**src/rtl/adc_uart_tx.sv**
```systemverilog
// adc_uart_tx: serializes ADC samples onto a UART line as 3-byte 8N1 frames.
// Each frame is a header byte {HDR_BASE[7:1], overflow}, then the sample MSB, then the sample LSB.
// A single-entry holding buffer accepts the next sample while the current frame is on the wire.
//
// Ports:
//   clkouta      in   sole clock, rising edge
//   rst_n        in   asynchronous active-low reset
//   sample_in    in   16-bit ADC sample
//   ofa_in       in   ADC overflow flag, captured together with sample_in
//   sample_valid in   producer offers sample_in/ofa_in
//   sample_ready out  holding buffer is empty (registered)
//   txd          out  UART serial output, idle high (registered)
//   busy         out  frame in progress (FSM not idle)
//   frame_cnt    out  completed frame count, wraps at 16 bits
module adc_uart_tx #(
    parameter int unsigned CLKS_PER_BIT = 868,
    parameter logic [7:0]  HDR_BASE     = 8'hA4
) (
    input  logic        clkouta,
    input  logic        rst_n,
    input  logic [15:0] sample_in,
    input  logic        ofa_in,
    input  logic        sample_valid,
    output logic        sample_ready,
    output logic        txd,
    output logic        busy,
    output logic [15:0] frame_cnt
);

    localparam int unsigned TW = (CLKS_PER_BIT > 2) ? $clog2(CLKS_PER_BIT) : 1;
    localparam logic [TW-1:0] TMR_RELOAD = TW'(CLKS_PER_BIT - 1);

    typedef enum logic [1:0] {S_IDLE, S_START, S_DATA, S_STOP} state_t;

    state_t      r_state, w_state_n;
    logic [TW-1:0] r_timer, w_timer_n;
    logic [2:0]  r_bit_idx, w_bit_idx_n;
    logic [1:0]  r_byte_idx, w_byte_idx_n;
    logic [23:0] r_frame, w_frame_n;
    logic [15:0] r_hold_data;
    logic        r_hold_ofa;
    logic        r_hold_full, w_hold_full_n;
    logic        r_ready;
    logic        r_txd, w_txd_n;
    logic        r_busy;
    logic [15:0] r_frame_cnt;
    logic        w_xfer;
    logic        w_load;
    logic        w_frame_done;
    logic        w_tmr_zero;
    logic [7:0]  w_cur_byte;

    assign sample_ready = r_ready;
    assign txd          = r_txd;
    assign busy         = r_busy;
    assign frame_cnt    = r_frame_cnt;

    assign w_xfer     = sample_valid & r_ready;
    assign w_tmr_zero = (r_timer == '0);

    // Byte currently on the wire, header first
    always_comb begin
        case (r_byte_idx)
            2'd0:    w_cur_byte = r_frame[23:16];
            2'd1:    w_cur_byte = r_frame[15:8];
            default: w_cur_byte = r_frame[7:0];
        endcase
    end

    // State register
    always_ff @(posedge clkouta or negedge rst_n) begin
        if (!rst_n) begin
            r_state <= S_IDLE;
        end else begin
            r_state <= w_state_n;
        end
    end

    // Next-state, bit timer, and line level for the next cycle
    always_comb begin
        w_state_n    = r_state;
        w_timer_n    = r_timer;
        w_bit_idx_n  = r_bit_idx;
        w_byte_idx_n = r_byte_idx;
        w_frame_n    = r_frame;
        w_load       = 1'b0;
        w_frame_done = 1'b0;
        w_txd_n      = 1'b1;
        case (r_state)
            S_IDLE: begin
                if (r_hold_full) begin
                    w_load       = 1'b1;
                    w_frame_n    = {HDR_BASE[7:1], r_hold_ofa, r_hold_data};
                    w_byte_idx_n = 2'd0;
                    w_timer_n    = TMR_RELOAD;
                    w_state_n    = S_START;
                end
            end
            S_START: begin
                w_txd_n = 1'b0;
                if (w_tmr_zero) begin
                    w_timer_n   = TMR_RELOAD;
                    w_bit_idx_n = 3'd0;
                    w_state_n   = S_DATA;
                end else begin
                    w_timer_n = r_timer - TW'(1);
                end
            end
            S_DATA: begin
                w_txd_n = w_cur_byte[r_bit_idx];
                if (w_tmr_zero) begin
                    w_timer_n = TMR_RELOAD;
                    if (r_bit_idx == 3'd7) begin
                        w_state_n = S_STOP;
                    end else begin
                        w_bit_idx_n = r_bit_idx + 3'd1;
                    end
                end else begin
                    w_timer_n = r_timer - TW'(1);
                end
            end
            S_STOP: begin
                if (w_tmr_zero) begin
                    w_timer_n = TMR_RELOAD;
                    if (r_byte_idx < 2'd2) begin
                        w_byte_idx_n = r_byte_idx + 2'd1;
                        w_state_n    = S_START;
                    end else begin
                        w_frame_done = 1'b1;
                        w_state_n    = S_IDLE;
                    end
                end else begin
                    w_timer_n = r_timer - TW'(1);
                end
            end
            default: w_state_n = S_IDLE;
        endcase

        // Load empties the buffer; a capture can never coincide since ready is low while full
        w_hold_full_n = r_hold_full;
        if (w_load) begin
            w_hold_full_n = 1'b0;
        end
        if (w_xfer) begin
            w_hold_full_n = 1'b1;
        end
    end

    // Datapath, holding buffer and registered outputs
    always_ff @(posedge clkouta or negedge rst_n) begin
        if (!rst_n) begin
            r_timer     <= '0;
            r_bit_idx   <= 3'd0;
            r_byte_idx  <= 2'd0;
            r_frame     <= 24'd0;
            r_hold_data <= 16'd0;
            r_hold_ofa  <= 1'b0;
            r_hold_full <= 1'b0;
            r_ready     <= 1'b1;
            r_txd       <= 1'b1;
            r_busy      <= 1'b0;
            r_frame_cnt <= 16'd0;
        end else begin
            r_timer     <= w_timer_n;
            r_bit_idx   <= w_bit_idx_n;
            r_byte_idx  <= w_byte_idx_n;
            r_frame     <= w_frame_n;
            r_hold_full <= w_hold_full_n;
            r_ready     <= ~w_hold_full_n;
            r_txd       <= w_txd_n;
            r_busy      <= (w_state_n != S_IDLE);
            if (w_xfer) begin
                r_hold_data <= sample_in;
                r_hold_ofa  <= ofa_in;
            end
            if (w_frame_done) begin
                r_frame_cnt <= r_frame_cnt + 16'd1;
            end
        end
    end

endmodule
```
**config.mk**
```make
export PLATFORM = sky130hd
export DESIGN_NAME = adc_uart_tx
export DESIGN_NICKNAME = d
export VERILOG_FILES = /design/src/rtl/adc_uart_tx.sv
export SDC_FILE = /design/constraint.sdc
export NUM_CORES = 1
export LEC_CHECK = 0
export CAP_MARGIN = 20
export CORE_ASPECT_RATIO = 0.5
export CORE_UTILIZATION = 46
export DETAILED_ROUTE_END_ITERATION = 7
export DONT_BUFFER_PORTS = 1
export GPL_ROUTABILITY_DRIVEN = 0
export PLACE_DENSITY = 0.61
export SLEW_MARGIN = 10
export SYNTH_ARGS = -nofsm -noshare
export SYNTH_HDL_FRONTEND = slang
export SYNTH_SLANG_ARGS = --single-unit
```
**constraint.sdc**
```tcl
create_clock -name clkouta -period 2.6 [get_ports clkouta]
set_input_delay 0.52 -clock clkouta [delete_from_list [all_inputs] [get_ports clkouta]]
set_output_delay 0.52 -clock clkouta [all_outputs]
set_load 0.05 [all_outputs]
```
==> impl_metrics.toml, run 1 <==
[status]
run_status = "completed"

[cts]
cts_resized = 0
worstSkewPairLatency_ps = 330
clk_pin_slew_ps = 50
cts_root_buf = "clkbuf_16"
htreeDepth = 3
cts-hold-fix-buffers = 1
cts_tree = "built"
cts_setup_buffers = 0
numCtsBuffers = 9
cts_max_path_buffers = 2
cts_sinks = 72

[global_routing]
grt_pass1_wl_mm = 11.23
overflow = 0
antenna_found_initial = 0
gr-usage-all-layers = 0.1933
grt_max_degree = 71
grt_pass1_vias = 2287

[logic_synthesis]
synth.distinct_cells = 55
syn-num-nets = 316
ys_seq_elements = 72
synth_edf_count = 0
netlist_area_mm2 = 0.003402
synth.yosys.warnings = 0
synthArstFlopShare = 1.000
synthCells = 289
syn_area_per_cell_um2 = 11.77
yosysMostFrequentCell = "dfrtp_1"
synthFlopType = "dfrtp_1"
synth_top_area_share = 0.5149
synth_area_leaders = "dfrtp_1 51%, mux2_2 11%, ha_1 2.6%"
synthTopCellsByCount = "70 x dfrtp_1, 34 x mux2_2, 19 x nand2_1"
synth_area_leader_cell = "dfrtp_1"
yosysSeqAreaShare = 0.5303

[critical_path]
crit_path_end_kind = "flip-flop"
critPathBufInv = 1
critical_path.slowest_cell = "or3b_2"
worstReg2RegStart = "r_byte_idx[1]"
regToRegEndpoint = "txd"
crit_start = "r_byte_idx[1]"
cpLargestDelayFamily = "compound AO/OA/AOI/OAI gates"
worstSetupStartpointType = "flip-flop"
crit_type = "flip-flop to flip-flop"
rr_worst_depth = 6
critPathMaxFanout = 15
path_cells = "inv_1, ha_1, or3b_2, a32oi_1, nor4_1, a2111oi_0"
cp.required_ps = 2810
crit_arrival_ps = 2380
r2r_slack_ps = 430
cp_slowest_stage_delay_ps = 500

[power_and_ir_drop]
p_per_area_mw_per_mm2 = 698.3
power.leakage_nw = 1.696
ir_drop_uv = 508.1

[die]
ios = 39
num_rows = 21
core_area_mm2 = 0.006910
die_area_mm2 = 0.007765
die_h_um = 62.81
start_util = 0.4923
dieWidth_um = 123.6

[timing]
slew_violations = 0
finalSetupViolCount = 0
min_period_ps = 2170
timing.final.crit_share = 0.8346
tightest_slew_ps = 764.5
slew_headroom = 0.4891
rsz0062_at_grt = "false"
hold_viol_final = 0
clock_skew_ps = 4.677
max_freq_mhz = 460.8
final.setup.tns_ps = 0

[route]
highest-signal-layer = "met4"
wire_per_inst_um = 16.28
via_per_inst = 5.759
via_count = 2269
drtPass1Iterations = 4
dr_wl_met2_mm = 3.037
drt_wl_total_mm = 6.416
drt_iter0_drc = 117
wl_met3_um = 340
drc = 0
wl_met1_mm = 2.931
antenna_left = 0

[worst_hold_path]
holdCritPathClass = "input pin to asynchronous set/reset pin"

[layout]
antenna_cells = 0
regArea_mm2 = 0.001804
area_delta_synth_final_pct = 13.57
multi_input_area_mm2 = 0.001505
stdcell_area_mm2 = 0.003864
instances_no_fill = 394
fillers = 596
nets = 324
drive_gt1_frac = 0.2450

[place]
dp_hpwl_mm = 4.316
post_dp_cell_area_mm2 = 0.003515
io_buffers = 0
dp.cells = 377

[job]
maxCapViolCount = 0
-- sequential cells by signal, indices dropped and copies added, names as in the netlist, 2 cells and up --
name and cells:
frame_cnt 16, r_bit_idx 3, r_byte_idx 2, r_frame 18, r_hold_data 16, r_state 2, r_timer 10
-- worst max path at each step --
stage          slack [ps]  cells after the start  endpoint
2_1_floorplan         660                      7       txd
3_3_place_gp          580                      6       txd
3_5_place_dp          470                      6       txd
4_1_cts               460                      6       txd
5_1_grt               170                      6       txd
6_report              430                      6       txd
-- through the flow --
step	hold WS (ps)	util	setup slack (ps)	total power, mW
3_3_place_gp	226.6	0.5086	581.7	1.393
6_report	30.10	0.5591	430.0	2.698
4_1_cts	12.79	0.5591	458.0	2.747
2_1_floorplan	224.4	-	657.6	1.371
5_1_grt	5.945	0.5591	172.2	2.831
3_5_place_dp	226.1	0.5086	469.1	1.405
-- final cells by class --
cell class,count,area share
clock buffers,9,0.05829
clock inverters,7,0.02494
inverters,10,0.009715
multi-input cells,196,0.3896
flip-flops and latches,72,0.4670
well taps,92,0.02979
repair buffers,8,0.02073
-- where the power goes --
group | total (mW) | switching (mW) | internal [mW]
combinational | 0.127 | 0.0478 | 0.0793
clock | 1.29 | 0.457 | 0.838
sequential | 1.28 | 0.0542 | 1.22
total | 2.70 | 0.559 | 2.14
-- cells in the final DEF, fill, tap and decap left out, types with 4 or more instances in the layout --
cell type,n
dfrtp_1,70
mux2_2,34
nand2_1,19
nor2_1,12
inv_1,10
xor2_1,10
nand3_1,9
clkbuf_16,9
nor3_1,8
a21oi_1,7
ha_1,7
buf_4,7
xnor2_1,6
o21ai_0,6
o21ai_1,6
a31oi_1,5
nor4_1,5
or3b_2,4
a32oi_1,4
nand4_1,4
o31ai_1,4
-- per-layer routing --
metal	vias up	GRT usage
li1	1079	-
met1	1124	0.2488
met2	56	0.2875
met3	10	0.07299
met4	0	0.08735
met5	-	0
-- worst reg2reg max path, delay by kind of cell, from the launching register on --
family / cells / cell delay [ps]
compound gates: 2 / 610
fa+ha+maj: 1 / 350
buf+inv: 1 / 110
flops: 1 / 410
simple gates: 2 / 570
-- logic make-up (layout without fill, tap and decap cells) --
group	count (synthesis)	in the layout	share of synthesized area
DFF	72	72	0.5303
adders and majority gates	7	7	0.02574
muxes	35	35	0.1155
and+or+nand+nor	85	85	0.1497
buffers and inverters	21	34	0.02722
xor gates and xnor gates	16	16	0.04119
AOI/OAI and AO/OA	53	53	0.1103
(Power assumes the default switching activity.)
==> run 2, diff against run 1 <==
PLACE_DENSITY = 0.63   (was 0.61)
clock period = 1.9 ns   (was 2.6 ns; I/O delays follow)
==> impl_metrics.toml, run 2 (synthesis results as in run 1) <==
[status]
run_status = "complete, but fails checks"
violations = "negative hold slack"

[critical_path]
worstSetupStartpointType = "flip-flop"
r2r_slack_ps = 60
crit_path_end_kind = "flip-flop"
cp.required_ps = 2130
crit_arrival_ps = 2070
crit_type = "flip-flop to flip-flop"
critPathMaxFanout = 9

[global_routing]
grt_pass1_wl_mm = 11.16
gr-usage-all-layers = 0.1880
grt_pass1_vias = 2375
grt_max_degree = 73
overflow = 0
use_met2 = 0.2910
antenna_found_initial = 0
use_met1 = 0.2448
gr-max-usage-layer = "met2"
met3_usage = 0.07208

[route]
drt_wl_total_mm = 6.556
antenna_left = 0
wire_per_inst_um = 15.46
via_count = 2368
drt_iter0_drc = 123
via_per_inst = 5.585
drc = 0
drtPass1Iterations = 4

[cts]
worstSkewPairLatency_ps = 330
cts_max_path_buffers = 2
cts_tree = "built"
htreeDepth = 3
clk_pin_slew_ps = 60
cts_root_buf = "clkbuf_16"
numCtsBuffers = 9
cts_sinks = 72

[layout]
fillers = 553
area_delta_synth_final_pct = 21.85
layout_common_cells = "69 x dfrtp_1, 36 x buf_4, 34 x mux2_2"
layout_commonest_cell = "dfrtp_1"
top_register = "r_frame"
antenna_cells = 0
drive_gt1_frac = 0.3464
nets = 354
largest_reg_flops = 18
stdcell_area_mm2 = 0.004145

[power_and_ir_drop]
p_int_mw = 2.806
ir_drop_uv = 514.2
clkPwrFrac = 0.472
p_comb_frac = 0.043
p_sw_mw = 0.7724
p_per_area_mw_per_mm2 = 863.3
pwr-share-seq = 0.485
switching_share = 0.2159
power.leakage_nw = 1.855

[die]
die_h_um = 62.81
die_area_mm2 = 0.007765
dieWidth_um = 123.6
num_rows = 21
core_area_mm2 = 0.006910
ios = 39
start_util = 0.4923

[place]
io_buffers = 0
dp_hpwl_mm = 4.603
post_dp_cell_area_mm2 = 0.003760

[timing]
timing.final.crit_share = 0.9662
clock_skew_ps = 3.644
max_freq_mhz = 544.7
hold_viol_final = 72
tightest_slew_ps = 521.6
finalSetupViolCount = 0
slew_headroom = 0.6490
min_period_ps = 1836
slew_violations = 0
hold_ws_ps = -261.6

[worst_hold_path]
holdCritPathClass = "input pin to asynchronous set/reset pin"

[job]
maxCapViolCount = 0
run 2: final timing paths:
check / start / to / cells after the start
worst min register to register: r_hold_data[2] / r_hold_data[2] / 1
min in group clkouta: sample_in[10] / r_hold_data[10] / 1
max in group asynchronous: rst_n / txd / 0
worst max-delay path: r_byte_idx[0] / txd / 6
worst min-delay path: rst_n / frame_cnt[14] / 0
worst max register to register: r_byte_idx[0] / txd / 6
run 2: timing repair:
| item | in CTS | in global routing |
|---|---|---|
| endpoints found under the setup margin | 3 | 10 |
| cloned | 0 | 0 |
| setup buffers | 0 | 2 |
| resized for setup | 1 | 11 |
| pin swaps | 1 | 4 |
| hold endpoints to repair | 72 | 72 |
run 2: power by group through the flow:
stage,Sequential (mW),Clock (mW),Combinational [mW]
after global placement,1.76,0,0.148
after detailed placement,1.77,0,0.157
after global routing,1.76,1.81,0.170
final,1.74,1.69,0.154
after floorplan,1.75,0,0.130
after CTS,1.74,1.74,0.157
run 2: routing by layer:
metal	share of wire	vias to the layer above
met5	0	-
met2	0.47	60
li1	-	1157
met1	0.46	1144
met4	0.0090	0
met3	0.060	7
run 2: critical path, cell delays in order (launching register included):
cell	delay, ps
dfrtp_1	420
inv_2	70
ha_4	190
or3b_2	460
a32oi_1	220
nor4_1	100
a2111oi_4	290
run 2: area by class of cell:
type                    count  area, um2  share of cell area
flip-flops and latches     72       1805              0.4356
multi-input cells         196       1579              0.3809
repair buffers             38      301.5             0.07274
clock buffers               9      225.2             0.05433
well taps                  92      115.1             0.02777
clock inverters             7      81.33             0.01962
inverters                  10      37.54            0.009055
run 2: metrics by stage:
stage	worst slack (ps)	setup TNS (ps)	cells	power (mW)	util
floorplan	1.685	0	289	1.876	-
global placement	46.67	0	406	1.910	0.5441
detailed placement	-12.99	-12.99	406	1.923	0.5441
CTS	21.11	0	422	3.638	0.5886
global route	-21.61	-32.99	424	3.737	0.5999
finish	64.28	0	424	3.579	0.5999
